$ cat config.mk
export PLATFORM = sky130hd
export DESIGN_NAME = fetch_unit_flat
export DESIGN_NICKNAME = d
export VERILOG_FILES = /design/src/rtl/fetch_pkg.sv /design/src/rtl/fetch_if.sv /design/src/rtl/fetch_unit.sv /design/src/flat_wrapper.sv
export SDC_FILE = /design/constraint.sdc
export NUM_CORES = 1
export LEC_CHECK = 0
export CORE_AREA = 5 5 121 123
export CTS_BUF_LIST = sky130_fd_sc_hd__clkbuf_4 sky130_fd_sc_hd__clkbuf_8 sky130_fd_sc_hd__clkbuf_16
export CTS_CLUSTER_SIZE = 24
export DETAILED_ROUTE_END_ITERATION = 7
export DIE_AREA = 0 0 126 128
export DONT_BUFFER_PORTS = 1
export GPL_TIMING_DRIVEN = 0
export SLEW_MARGIN = 25
export SYNTH_ARGS = -nofsm -noshare
export SYNTH_HDL_FRONTEND = slang
export SYNTH_SLANG_ARGS = --single-unit
$ cat constraint.sdc
create_clock -name i_clk -period 3.38 [get_ports i_clk]
set_input_delay 0.676 -clock i_clk [delete_from_list [all_inputs] [get_ports i_clk]]
set_output_delay 0.676 -clock i_clk [all_outputs]
set_load 0.05 [all_outputs]
$ cat src/rtl/fetch_pkg.sv
// Shared definitions for the instruction fetch unit: FSM state type,
// architectural constants and a word-alignment helper.
package fetch_pkg;

  localparam int unsigned XLEN = 32;

  // addi x0, x0, 0 -- presented whenever no live instruction is held
  localparam logic [XLEN-1:0] NOP_INSTR = 32'h0000_0013;

  localparam logic [XLEN-1:0] DEFAULT_RESET_PC = 32'h0000_0000;

  typedef enum logic [1:0] {
    ST_FETCH,  // issue one request at pc_q
    ST_WAIT,   // request outstanding, response wanted
    ST_DRAIN,  // request outstanding, response stale and to be dropped
    ST_HOLD    // instruction presented, waiting for downstream to take it
  } fetch_state_e;

  // Force the two low address bits to zero.
  function automatic logic [XLEN-1:0] align_word(input logic [XLEN-1:0] addr);
    return {addr[XLEN-1:2], 2'b00};
  endfunction

endpackage

$ cat src/rtl/fetch_if.sv
// Instruction-memory read port.
//   req    : one-cycle read request
//   addr   : word-aligned read address, qualified by req
//   rvalid : read data valid, at earliest the cycle after req
//   rdata  : read data, qualified by rvalid
// master = fetch unit side, slave = memory side.
interface fetch_if;
  import fetch_pkg::*;

  logic            req;
  logic [XLEN-1:0] addr;
  logic            rvalid;
  logic [XLEN-1:0] rdata;

  modport master (output req, addr, input rvalid, rdata);
  modport slave  (input req, addr, output rvalid, rdata);

endinterface

$ cat src/rtl/fetch_unit.sv
// Non-prefetching instruction fetch unit with a single outstanding request.
// Requests one word, waits for it, presents it until downstream accepts it,
// then requests the next word. Redirects override everything except reset;
// a request that is still in flight when redirected is drained and dropped.
//
// Ports
//   i_clk, i_rst       : clock, synchronous active-high reset
//   i_stall            : downstream not accepting the presented instruction
//   i_redirect         : taken branch/jump from a later stage
//   i_redirect_pc      : redirect target (low two bits ignored)
//   imem               : instruction-memory read port (master side)
//   o_instr            : fetched instruction, NOP when o_valid is low
//   o_pc, o_pc_four    : PC of the presented instruction and PC+4
//   o_valid            : o_instr/o_pc/o_pc_four hold a live instruction
module fetch_unit
  import fetch_pkg::*;
#(
  parameter logic [31:0] RESET_PC = DEFAULT_RESET_PC
) (
  input  logic            i_clk,
  input  logic            i_rst,
  input  logic            i_stall,
  input  logic            i_redirect,
  input  logic [XLEN-1:0] i_redirect_pc,
  fetch_if.master         imem,
  output logic [XLEN-1:0] o_instr,
  output logic [XLEN-1:0] o_pc,
  output logic [XLEN-1:0] o_pc_four,
  output logic            o_valid
);

  fetch_state_e    state_q;
  logic [XLEN-1:0] pc_q;
  logic [XLEN-1:0] pc_plus4;
  logic [XLEN-1:0] redirect_pc;

  // Modulo-2^32 increment; wraps silently at the top of the address space.
  assign pc_plus4    = pc_q + XLEN'(4);
  assign redirect_pc = align_word(i_redirect_pc);

  // The request is a pure decode of the FETCH state so it lasts exactly one
  // cycle; it is masked while reset is held.
  assign imem.req  = (state_q == ST_FETCH) && !i_rst;
  assign imem.addr = pc_q;

  // Fetch sequencing, PC and output registers.
  always_ff @(posedge i_clk) begin
    if (i_rst) begin
      state_q   <= ST_FETCH;
      pc_q      <= align_word(RESET_PC);
      o_valid   <= 1'b0;
      o_instr   <= NOP_INSTR;
      o_pc      <= '0;
      o_pc_four <= '0;
    end else if (i_redirect) begin
      pc_q    <= redirect_pc;
      o_valid <= 1'b0;
      o_instr <= NOP_INSTR;
      unique case (state_q)
        // The request issued this cycle is now stale.
        ST_FETCH: state_q <= ST_DRAIN;
        // A response landing with the redirect is simply dropped; otherwise
        // it is still coming and must be drained.
        ST_WAIT:  state_q <= imem.rvalid ? ST_FETCH : ST_DRAIN;
        // A second redirect while draining keeps the single pending discard,
        // unless that response is arriving right now.
        ST_DRAIN: state_q <= imem.rvalid ? ST_FETCH : ST_DRAIN;
        ST_HOLD:  state_q <= ST_FETCH;
        default:  state_q <= ST_FETCH;
      endcase
    end else begin
      unique case (state_q)
        ST_FETCH: state_q <= ST_WAIT;
        ST_WAIT: begin
          if (imem.rvalid) begin
            o_instr   <= imem.rdata;
            o_pc      <= pc_q;
            o_pc_four <= pc_plus4;
            o_valid   <= 1'b1;
            state_q   <= ST_HOLD;
          end
        end
        ST_DRAIN: begin
          if (imem.rvalid) begin
            state_q <= ST_FETCH;
          end
        end
        ST_HOLD: begin
          if (!i_stall) begin
            pc_q    <= pc_plus4;
            o_valid <= 1'b0;
            o_instr <= NOP_INSTR;
            state_q <= ST_FETCH;
          end
        end
        default: state_q <= ST_FETCH;
      endcase
    end
  end

endmodule

$ cat src/flat_wrapper.sv
// flat-port wrapper written by rule: the top's interface ports become plain ports
module fetch_unit_flat import fetch_pkg::*;
#(
  parameter logic [31:0] RESET_PC = DEFAULT_RESET_PC
)
  (i_clk, i_rst, i_stall, i_redirect, i_redirect_pc, o_instr, o_pc, o_pc_four, o_valid, imem_req, imem_addr, imem_rvalid, imem_rdata);
  fetch_if imem_i ();
  input  logic i_clk;
  input  logic i_rst;
  input  logic i_stall;
  input  logic i_redirect;
  input  logic [XLEN-1:0] i_redirect_pc;
  output logic [XLEN-1:0] o_instr;
  output logic [XLEN-1:0] o_pc;
  output logic [XLEN-1:0] o_pc_four;
  output logic o_valid;
  output wire logic [$bits(imem_i.req)-1:0] imem_req;
  output wire logic [$bits(imem_i.addr)-1:0] imem_addr;
  input wire logic [$bits(imem_i.rvalid)-1:0] imem_rvalid;
  input wire logic [$bits(imem_i.rdata)-1:0] imem_rdata;
  assign imem_req = imem_i.req;
  assign imem_addr = imem_i.addr;
  assign imem_i.rvalid = imem_rvalid;
  assign imem_i.rdata = imem_rdata;
  fetch_unit #(.RESET_PC(RESET_PC)) u_core (.i_clk(i_clk), .i_rst(i_rst), .i_stall(i_stall), .i_redirect(i_redirect), .i_redirect_pc(i_redirect_pc), .imem(imem_i), .o_instr(o_instr), .o_pc(o_pc), .o_pc_four(o_pc_four), .o_valid(o_valid));
endmodule
==> metrics.yaml <==
dr_wl_met3_um: 1925
power_switching_uw: 1091
cp_slowest_stage_delay_ps: 780
floorplan.initialDensity_pct: 43.70
synth_area_sq_um: 5924
synth_top_family_by_area: "simple AND/OR/NAND/NOR gates"
cts.root.buffer_cell: "clkbuf_16"
cp_max_fo: 10
timing_worst_slew_pin_value_ps: 1017
power.combinational.fraction_pct: 8.1
totalWireLength_um: 20260
crit_path_frequent_cell: "or4_1"
final.period_utilization_pct: 84.42
dpl-instance-area_sq_um: 6168
synth_top_area_cell: "dfxtp_1"
timing.final.setup_violations: 0
syn-instance-count: 729
grtUsageTotal_pct: 24.39
r2r_slack_ps: 530
synth_common_cells: "dfxtp_1 (125), nand2_1 (114), a21oi_1 (62)"
cts_made_buffers: 17
cts-root-to-sink-buffers: 2
number_of_antenna_violations_at_the_first_check_in_global_routing: 0
required_ps: 3700
synth_xor_area_share_pct: 3.548
drc: 0
drt_first_pass_iters: 5
sequential_element_share_of_the_synthesized_area_pct: 42.24
synthesized_area_fraction_occupied_by_and_or_nand_nor_cells_pct: 27.79
fillCellCount: 1349
grt_pass1_wl_um: 30800
finalSetupTns_ps: 0
seq_power_share_pct: 44.8
max_layer_used: "met4"
maxCapViolCount: 0
placeableCoreArea_sq_um: 13560
insertion_delay_ps: 420
floorplan.rows: 43
die_width_um: 126
ys_dominant_reg_cell: "dfxtp_1"
placed_cells: 914
internal_power_uw: 2789
hpwlAfterDp_um: 14870
io-pin-count: 199
asyncSetResetFlopFracSynth_pct: 0
synth.yosys.warnings: 0
setup.worst_path.start_class: "register"
report.power.total_uw: 3879
run_status: "complete, no violations"
cts-resized-gates: 0
slew_violations: 0
grt_overflow: 0
final_cells: 945
min-delay-path-class: "in -> reg"
number_of_setup_buffers_added_after_cts: 0
post_synth_mux_area_share_pct: 0.1690
finClkSkew_ps: 12.29
cts_tree: "built"
vias: 5645
final_area_sq_um: 6753
critPathKind: "reg -> reg"
timing.final.hold_violations: 0
die_y_um: 128
htree_num_levels: 4
timing.final.crit_period_ps: 2853
syn_to_final_growth_pct: 13.98
max_freq_mhz: 350.5
place_worst_setup_slack_ps: 560.1
num-nets-final: 828
path_clk_slew_ps: 50
path_cells: "ha_1 > nand3_2 > or4_1 > clkbuf_2 > or4_1 > a311oi_1"
post-synth-top-count-cell: "dfxtp_1"
synth_area_leaders: "dfxtp_1 (42%), nand2_1 (7.2%), a21oi_1 (5.2%), a311oi_1 (4.0%), nand3b_1 (3.8%)"
synthDistinctLibCells: 53
route.met2.wl_um: 9408
ys_ff_latch: 125
synth_enable_flop_cells: 0
drtAntennaViolNets: 0
grt_setup_unrepaired: "no"
die-area_sq_um: 16130
synth_largest_type_area_fraction_pct: 42.24
cts-hold-fix-buffers: 0
synth_compound_gate_area_share_pct: 18.59
path_delay_family: "simple AND/OR/NAND/NOR gates"
final.setup.worst_slack_ps: 526.7
p_leak_uw: 0.002152
ir_drop_uv: 279.1
clock_power_share_pct: 47.0
n_antenna_cell: 0
timing.max_slew.rel_slack_pct: 32.08
wl_per_cell_um: 21.44
cpMaxStageDelayCell: "dfxtp_1"
port-buffer-count: 0
grt_max_degree: 17
drt_iter0_markers: 386
critical_path_data_arrival_time_ps: 3180
synth_fa_ha_area_share_pct: 1.267
met1Wirelength_um: 8428
switch_share_pct: 28.12
first_global_vias: 5431
powerDensity_nw_per_um2: 574.5
vias_per_instance: 5.974
final_layout_size_suffix_gt1_share_pct: 8.758
clkSinkCount: 125
worst_setup_path_end_kind: "register"
syn_avg_cell_area_sq_um: 8.127
critPathBufInv: 1
place.gp.congestion: 0.8606
[through the flow]
step	hold WS (ps)	util, %
after floorplan	491.1	-
after global placement	510.7	45.50
after detailed placement	522.8	45.50
after CTS	385.4	49.81
after global routing	384.1	49.81
final	396.8	49.81
[flip-flops by register name, summed over array words and instances (netlist names)]
| name | flops |
|---|---|
| u_core.o_pc | 30 |
| u_core.imem.addr | 30 |
| u_core.state_q | 2 |
| u_core.o_pc_four | 30 |
| u_core.o_valid | 1 |
| u_core.o_instr | 32 |
[layer usage]
layer	vias to the layer above	GRT usage, %
met5	-	0
met4	0	9.274
met3	35	10.00
met2	275	38.62
met1	2668	29.81
li1	2667	-
[power by group through the flow]
stage / clock network (uW) / logic, uW / registers (uW)
6_report: 1830 / 315 / 1740
5_1_grt: 1910 / 348 / 1750
4_1_cts: 1840 / 313 / 1740
3_5_place_dp: 0 / 311 / 1770
3_3_place_gp: 0 / 303 / 1770
2_1_floorplan: 0 / 236 / 1750
[layout make-up]
cell class	instances	area (sq um)	share of cell area (%)
inverters	7	26.28	0.3891
plain buffers	80	349.1	5.170
flip-flops and latches	125	2502	37.06
multi-input cells	522	3065	45.40
clock inverters	7	87.58	1.297
well taps	180	225.2	3.335
clock buffers	24	496.7	7.356
[path summary, 6_finish.rpt]
check,endpoint,startpoint,cells after the start
worst min register to register,u_core.state_q[1]$_SDFFE_PP0P_,u_core.state_q[1]$_SDFFE_PP0P_,2
worst min-delay path,u_core.imem.addr[2]$_SDFFE_PP0P_,i_redirect_pc[2],1
worst max-delay path,u_core.imem.addr[20]$_SDFFE_PP0P_,u_core.imem.addr[2]$_SDFFE_PP0P_,6
worst max register to register,u_core.imem.addr[20]$_SDFFE_PP0P_,u_core.imem.addr[2]$_SDFFE_PP0P_,6
[kinds of logic (layout without fill, tap and decap cells)]
family          Yosys count  in the layout
buf+inv                  87            118
compound gates          167            167
simple gates            318            318
mux                       1              1
other cells               1              6
fa+ha+maj                 6              6
xor+xnor                 24             24
flops                   125            125
[cell usage in the layout (no fill, tap or decap), types with 12 or more instances in the layout]
cell type and instances:
dfxtp_1 125, nand2_1 114, a21oi_1 62, nor2_1 60
clkbuf_1 51, nand3b_1 30, a311oi_1 27, a211oi_1 25
nand3_1 18, or4_1 18, o21ai_0 18, clkbuf_16 17
buf_2 16, o31ai_1 15, nand4_1 14, or3_1 12
xnor2_1 12, xor2_1 12
Note: power is estimated with default switching activity, not from simulation.
